==> src/rtl/mem_burst_reader.sv <==
// Burst read initiator for a fixed-latency memory read port: issues credit-limited
// single-word reads and streams the returned words downstream with a last flag.
module mem_burst_reader #(
  parameter int DATA_WIDTH = 32,
  parameter int ADDR_WIDTH = 4,
  parameter int DATA_LAT   = 2,
  parameter int LEN_WIDTH  = 4,
  parameter int FIFO_DEPTH = 4
) (
  input  logic                  clk,
  input  logic                  rst,
  input  logic                  cmd_valid,
  output logic                  cmd_ready,
  input  logic [ADDR_WIDTH-1:0] cmd_addr,
  input  logic [LEN_WIDTH-1:0]  cmd_len,
  output logic [ADDR_WIDTH-1:0] r_addr,
  output logic                  r_avalid,
  input  logic                  r_dvalid,
  input  logic [DATA_WIDTH-1:0] r_data,
  output logic                  out_valid,
  input  logic                  out_ready,
  output logic [DATA_WIDTH-1:0] out_data,
  output logic                  out_last,
  output logic                  busy,
  output logic                  protocol_err
);

  localparam int CNT_W = $clog2(FIFO_DEPTH + 1);
  localparam int PTR_W = $clog2(FIFO_DEPTH);
  localparam logic [CNT_W-1:0] FULL_CNT   = CNT_W'(FIFO_DEPTH);
  localparam logic [CNT_W:0]   CREDIT_LIM = (CNT_W + 1)'(FIFO_DEPTH);

  typedef enum logic [1:0] {
    S_IDLE  = 2'd0,
    S_ISSUE = 2'd1,
    S_DRAIN = 2'd2
  } state_t;

  state_t                r_state;
  state_t                w_state_nxt;
  logic [ADDR_WIDTH-1:0] r_cur_addr;
  logic [LEN_WIDTH-1:0]  r_remaining;
  logic [CNT_W-1:0]      r_inflight;
  logic [CNT_W-1:0]      r_fifo_cnt;
  logic [PTR_W-1:0]      r_wr_ptr;
  logic [PTR_W-1:0]      r_rd_ptr;
  logic [DATA_LAT-1:0]   r_tag_pipe;
  logic                  r_protocol_err;
  logic [DATA_WIDTH-1:0] r_fifo_data [FIFO_DEPTH];
  logic                  r_fifo_last [FIFO_DEPTH];

  logic [CNT_W:0] w_credit_sum;
  logic           w_credit_ok;
  logic           w_cmd_fire;
  logic           w_issue;
  logic           w_issue_last;
  logic           w_push;
  logic           w_pop;
  logic           w_stray;
  logic           w_full;

  // Everything already buffered or still in the memory pipeline holds a FIFO slot.
  assign w_credit_sum = {1'b0, r_fifo_cnt} + {1'b0, r_inflight};
  assign w_credit_ok  = w_credit_sum < CREDIT_LIM;
  assign w_cmd_fire   = cmd_valid && cmd_ready;
  assign w_issue      = r_avalid;
  assign w_issue_last = w_issue && (r_remaining == '0);
  assign w_push       = r_dvalid && (r_inflight != '0);
  assign w_stray      = r_dvalid && (r_inflight == '0);
  assign w_pop        = out_valid && out_ready;
  assign w_full       = (r_fifo_cnt == FULL_CNT);

  assign r_addr       = r_cur_addr;
  assign out_valid    = (r_fifo_cnt != '0);
  assign out_data     = out_valid ? r_fifo_data[r_rd_ptr] : '0;
  assign out_last     = out_valid && r_fifo_last[r_rd_ptr];
  assign protocol_err = r_protocol_err;

  // NOTE: sequential state uses non-blocking assignments so every register samples pre-edge values.
  always_ff @(posedge clk) begin
    if (rst) r_state <= S_IDLE;
    else     r_state <= w_state_nxt;
  end

  // NOTE: every always_comb output gets a default first so no path can infer a latch.
  always_comb begin
    w_state_nxt = r_state;
    unique case (r_state)
      S_IDLE:  if (cmd_valid)          w_state_nxt = S_ISSUE;
      S_ISSUE: if (w_issue_last)       w_state_nxt = S_DRAIN;
      S_DRAIN: if (w_pop && out_last) w_state_nxt = S_IDLE;
      default:                         w_state_nxt = S_IDLE;
    endcase
  end

  always_comb begin
    cmd_ready = 1'b0;
    r_avalid  = 1'b0;
    busy      = 1'b1;
    unique case (r_state)
      S_IDLE: begin
        cmd_ready = 1'b1;
        busy      = 1'b0;
      end
      S_ISSUE: r_avalid = w_credit_ok;
      default: ;
    endcase
  end

  always_ff @(posedge clk) begin
    if (rst) begin
      r_cur_addr     <= '0;
      r_remaining    <= '0;
      r_inflight     <= '0;
      r_fifo_cnt     <= '0;
      r_wr_ptr       <= '0;
      r_rd_ptr       <= '0;
      r_tag_pipe     <= '0;
      r_protocol_err <= 1'b0;
    end else begin
      if (w_cmd_fire) begin
        r_cur_addr  <= cmd_addr;
        r_remaining <= cmd_len;
      end else if (w_issue) begin
        r_cur_addr  <= r_cur_addr + 1'b1;
        r_remaining <= r_remaining - 1'b1;
      end

      unique case ({w_issue, w_push})
        2'b10:   r_inflight <= r_inflight + 1'b1;
        2'b01:   r_inflight <= r_inflight - 1'b1;
        default: ;
      endcase

      unique case ({w_push, w_pop})
        2'b10:   r_fifo_cnt <= r_fifo_cnt + 1'b1;
        2'b01:   r_fifo_cnt <= r_fifo_cnt - 1'b1;
        default: ;
      endcase

      if (w_push) r_wr_ptr <= r_wr_ptr + 1'b1;
      if (w_pop)  r_rd_ptr <= r_rd_ptr + 1'b1;

      // The last tag travels alongside the read so it meets its data word at push time.
      r_tag_pipe[0] <= w_issue_last;
      for (int i = 1; i < DATA_LAT; i++) r_tag_pipe[i] <= r_tag_pipe[i-1];

      if (w_stray) r_protocol_err <= 1'b1;
    end
  end

  // NOTE: payload storage is left unreset; validity comes from the count and the head mux is gated.
  always_ff @(posedge clk) begin
    if (w_push) begin
      r_fifo_data[r_wr_ptr] <= r_data;
      r_fifo_last[r_wr_ptr] <= r_tag_pipe[DATA_LAT-1];
    end
  end

  a_no_overflow: assert property (@(posedge clk) disable iff (rst) !(w_push && w_full));

endmodule

==> config.mk <==
export PLATFORM = sky130hd
export DESIGN_NAME = mem_burst_reader
export DESIGN_NICKNAME = d
export VERILOG_FILES = /design/src/rtl/mem_burst_reader.sv
export SDC_FILE = /design/constraint.sdc
export NUM_CORES = 1
export LEC_CHECK = 0
export ABC_CLOCK_PERIOD_IN_PS = 3800
export CORE_MARGIN = 2
export CORE_UTILIZATION = 54
export CTS_CLUSTER_SIZE = 28
export DETAILED_ROUTE_END_ITERATION = 16
export GPL_TIMING_DRIVEN = 0
export MAX_ROUTING_LAYER = met4
export PLACE_DENSITY = 0.79
export SKIP_LAST_GASP = 1
export SYNTH_ARGS = -nofsm -noshare
export SYNTH_HDL_FRONTEND = slang
export SYNTH_SLANG_ARGS = --single-unit
==> constraint.sdc <==
create_clock -name clk -period 3.8 [get_ports clk]
set_clock_uncertainty 0.2 [all_clocks]
set_input_delay 0.76 -clock clk [delete_from_list [all_inputs] [get_ports clk]]
set_output_delay 0.76 -clock clk [all_outputs]
set_load 0.1 [all_outputs]
-- Word-level counts from Yosys, hierarchy flattened
Memories as Yosys holds them, arrays and structs flattened. A register that Yosys moved wholly into a read port is not among the register bits.
Index checks and enable logic that the tools add are counted.
- input bits: 45
- output and inout bits: 42
- memories: 2
- register bits after elaboration: 23
- memory bits (writable): 132
- logic and storage cells: 66
- add/subtract/negate cells: 9
- reductions and logical operators: 16
- equality and inequality tests: 9
- $lt $le $gt $ge: 1
- muxes and demuxes: 20
- memory list (name ; words ; bits a word ; rd ports ; clocked after memory_dff ; write ports ; line ; source):
    r_fifo_data ; 4 ; 32 ; 1 ; 1 ; 1 ; 49 ; logic [DATA_WIDTH-1:0] r_fifo_data [FIFO_DEPTH];
    r_fifo_last ; 4 ; 1 ; 1 ; 1 ; 1 ; 50 ; logic r_fifo_last [FIFO_DEPTH];
- operators with widths (operator ; count):
    2-to-1 mux 32 bit ; 1
    2-to-1 mux 4 bit ; 4
    2-to-1 mux 2 bit ; 7
    one-hot mux 3 bit (2 select lines) ; 2
    logical AND 1 bit ; 7
    adder 3 x 1 -> 3 bit, second input constant ; 2
    equality test 2 x 1 -> 1 bit, second input constant ; 3
    equality test 2 bit, second input constant ; 3
    inequality test 2 bit, second input constant ; 3
    one-hot mux 2 bit (3 select lines) ; 1
    nonzero test 2 bit ; 3
    nonzero test 3 bit ; 2
    subtractor 3 x 1 -> 3 bit, second input constant ; 2
    2-to-1 mux 1 bit ; 5
    adder 2 x 1 -> 2 bit, second input constant ; 2
    adder 3 x 3 -> 4 bit ; 1
    adder 4 x 1 -> 4 bit, second input constant ; 1
    logical NOT 4 bit ; 1
    < comparator 4 x 3 -> 1 bit, second input constant ; 1
    subtractor 4 x 1 -> 4 bit, second input constant ; 1
    logical NOT 3 bit ; 1
    AND reduction 3 bit ; 1
    logical NOT 2 bit ; 1

-- Depth between registers and ports, before layout
- depth after elaboration: 6
- mapped depth: 10

-- Least setup slack after synthesis
Ideal clock, no wire load.
- path type: flip-flop to output port
- from: reg r_fifo_cnt[0]
- to: out out_data[22]
- cell stages (with the launch flop): 5
- arrival time: 2535 ps
- path buffers: 2
- slack: 305 ps
- path through: dfxtp_1 or3_1 clkbuf_1 clkbuf_1 and2_1
- longest elaborated chain between the ends: 2
- ends and longest elaborated chain (item ; line ; source):
    start: declaration ; 44 ; logic [CNT_W-1:0] r_fifo_cnt;
    start signal: assignment ; 136 ; 2'b10: r_fifo_cnt <= r_fifo_cnt + 1'b1;
    start signal: assignment ; 137 ; 2'b01: r_fifo_cnt <= r_fifo_cnt - 1'b1;
    nonzero test 3 bit ; 74 ; assign out_valid = (r_fifo_cnt != '0);
    named net out_valid ; 20 ; output logic out_valid,
    2-to-1 mux 32 bit ; 75 ; assign out_data = out_valid ? r_fifo_data[r_rd_ptr] : '0;
    end: declaration ; 22 ; output logic [DATA_WIDTH-1:0] out_data,
The timed path passes the listed nets, and every way through them passes these cells.

-- Final worst setup path
- from: reg r_inflight[1]
- to: out r_avalid
- longest elaborated chain between the ends: 3
- ends and longest elaborated chain (item ; line ; source):
    start: declaration ; 43 ; logic [CNT_W-1:0] r_inflight;
    start signal: assignment ; 130 ; 2'b10: r_inflight <= r_inflight + 1'b1;
    start signal: assignment ; 131 ; 2'b01: r_inflight <= r_inflight - 1'b1;
    adder 3 x 3 -> 4 bit ; 63 ; assign w_credit_sum = {1'b0, r_fifo_cnt} + {1'b0, r_inflight};
    < comparator 4 x 3 -> 1 bit ; 64 ; assign w_credit_ok = w_credit_sum < CREDIT_LIM;
    2-to-1 mux 1 bit ; 100 ; unique case (r_state)
    end: declaration ; 17 ; output logic r_avalid,
Every way passes these cells.

==> results.ini <==
[status]
status=finished, final reports clean

[global_route]
overflow=0
grtUsageTotal_pct=20.7
grt_pass1_vias=3671
antenna_found_initial=0
grt_max_degree=34
grt_first_pass_wirelength_mm=18.9

[timing]
fin_crit_sh_pct=95.0
slew_violations=0
period_minus_slack_ps=3610
timing.fmax_mhz=277
final-hold-violation-count=0
tightest_slew_ps=982
rsz0062_at_grt=false
max_slew_margin_pct=34.3
setup_viol=0

[clock_network]
path_clk_slew_ps=60
cts_num_sinks=157
cts_buffers=17
holdBufCountCts=0
ctsHtreeMaxLevel=4
cts_tree=yes
ctsLongestPathBuffers=2
clkLatencyLatePin_ps=420
cts_root_buf=clkbuf_16

[yosys]
synthFlopType=edfxtp_1
async_flop_share_pct=0
synth.area.top_cells=edfxtp_1 64%, mux4_2 12%, dfxtp_1 8.0%
synth_most_common_cell=edfxtp_1
synth_top_area_share_pct=63.6
synth_top_cells_by_count=132 x edfxtp_1, 39 x and2_1, 33 x mux4_2, 25 x dfxtp_1, 23 x nor2_1
syn_inst=353
synthDistinctLibCells=32
syn-num-nets=411
ys_seq_area_share_pct=71.6
synth_top_cell_by_area=edfxtp_1
syn_area_mm2=0.00623
avgSynthCellArea_um2=17.7
synth-seq-cells=157
yosysWarnings=0
synth_edf_count=132

[critical_path]
critPathMaxFanout=8
start_kind=flop
critPathCaptureType=output port
crit_path_cell_trace=ha_1 > or4b_4 > or3_1 > buf_6 > clkinv_1 > clkbuf_2
required_ps=2840
critical_path_class=reg2out
cp_slowest_cell=or4b_4
path_buf_inv=3
cp_top_family=simple AND/OR/NAND/NOR gates
worstPathArrival_ps=2650
slowest_delay_ps=530

[floorplanning]
ioPinCount=87
die_y_um=111
dieWidth_um=111
design.core.area_mm2=0.0113
start_util_pct=55.1
die-area_mm2=0.0124
num_rows=39

[cells_and_area]
fin_nets=516
drive_above_1_share_pct=23.1
fill_cells=782
fin_area_mm2=0.00776
utilization_pct=68.6
antennaDiodeCount=0
area_delta_synth_final_pct=24.5

[detailed_routing]
drt_drc_violations_left=0
post_drt_wl_per_cell_um=18.6
dr.pass1.iters=4
ant_nets=0
viasPerCell=5.49
vias=3372
wl_mm=11.4
drtIter0Drc=184

[placement]
gp_congestion=0.753
post_dp_cell_area_mm2=0.00729
io_buffers=85
place_hpwl_mm=6.84

[power_and_ir_drop]
power_density_mw_per_mm2=844
p_leak_nw=2.70
ir_drop_mv=0.602
finalPower_mw=6.55

[flow_run]
maxCapViolations=0

[min_path]
hold_path_class=reg2reg

logic make-up (layout without fill, tap and decap cells):
family                     Yosys count  count (layout)  share of synthesized area (%)
buffers and inverters               32             150                           2.11
xor gates and xnor gates            10              10                           1.40
adders and majority gates           13              13                           2.85
DFF                                157             157                           71.6
AOI/OAI and AO/OA                   19              19                           2.01
and+or+nand+nor                     88              88                           7.95
muxes                               34              34                           12.1
report_power, final:
part | switching, mW | leakage, nW | internal [mW] | total, mW
clock network | 0.707 | 0.279 | 0.922 | 1.63
logic | 2.00 | 1.02 | 0.725 | 2.73
registers | 0.0939 | 1.40 | 2.10 | 2.19
worst register-to-register path, cell delays in order, from the launching register on:
cell and delay, ps:
dfxtp_1 340, ha_1 210, or4b_4 530, or3_1 370
buf_6 140, ha_1 210, inv_1 80, fa_1 180
xor2_1 80, or3_1 310, a21oi_1 140
cell usage in the layout, fill, tap and decap left out, types with 2 or more instances in the layout:
master             n
a211oi_1           5
a21oi_1            6
and2_1            35
and2_2             4
and3_1             3
clkbuf_1          14
clkbuf_16         17
clkbuf_2          25
clkbuf_4           3
clkdlybuf4s15_2    6
clkdlybuf4s50_1   50
clkinv_4           4
clkinvlp_4         2
dfxtp_1           25
dlymetal6s2s_1     3
edfxtp_1         132
fa_1               2
ha_1              11
inv_1             13
inv_6              5
inv_8              2
mux4_2            33
nand2_1            2
nand3_1            4
nor2_1            23
nor2b_1            2
nor3_1             2
nor4_1             4
o21ai_0            3
or3_1              6
or4b_4             2
xnor2_1            5
xor2_1             5
sequential cells by signal (all words and copies together), names as in the netlist, named ones only:
signal / cells
r_fifo_data: 128
r_addr: 4
r_fifo_last: 4
r_remaining: 4
r_fifo_cnt: 3
r_inflight: 3
r_rd_ptr: 2
r_state: 2
r_tag_pipe: 2
r_wr_ptr: 2
protocol_err: 1
path summary, 6_finish.rpt:
path,startpoint,endpoint,slack (ps),depth (start not counted)
setup / recovery,r_inflight[1]$_SDFFE_PP0P_,r_avalid,190,6
hold / removal,protocol_err$_SDFFE_PP0P_,protocol_err$_SDFFE_PP0P_,270,2
setup reg to reg,r_inflight[1]$_SDFFE_PP0P_,r_inflight[2]$_SDFFE_PP0P_,940,10
hold reg to reg,protocol_err$_SDFFE_PP0P_,protocol_err$_SDFFE_PP0P_,270,2
repair_timing:
| action | in CTS | in global routing |
|---|---|---|
| hold endpoints to repair | 0 | 0 |
| resized for setup | 44 | 56 |
| setup buffers | 0 | 0 |
| setup endpoints to repair | 32 | 30 |
| pin swaps | 0 | 0 |
metrics by stage:
step	setup WS [ps]	hold slack, ps	TNS, ps	std cells
finish	192	275	0	614
global placement	-31.4	221	-31.4	581
detailed placement	-38.6	240	-38.6	582
CTS	-219	276	-375	614
floorplan	305	214	0	353
global route	47.0	283	0	614
area by class of cell:
class	count	area, µm²	area share [%]
clock inverters	15	151	1.95
well taps	143	179	2.30
multi-input cells	164	1640	21.2
repair buffers	86	759	9.78
flip-flops and latches	157	4460	57.5
plain buffers	18	86.3	1.11
clock buffers	17	425	5.48
inverters	14	52.6	0.677
routing by layer:
metal | GRT usage, % | vias to the layer above | wire, µm
met1 | 25.3 | 1693 | 4730
met2 | 33.9 | 97 | 5910
met5 | - | - | 0
li1 | - | 1563 | -
met4 | 7.65 | 0 | 212
met3 | 5.28 | 19 | 586
(Power assumes the default switching activity.)
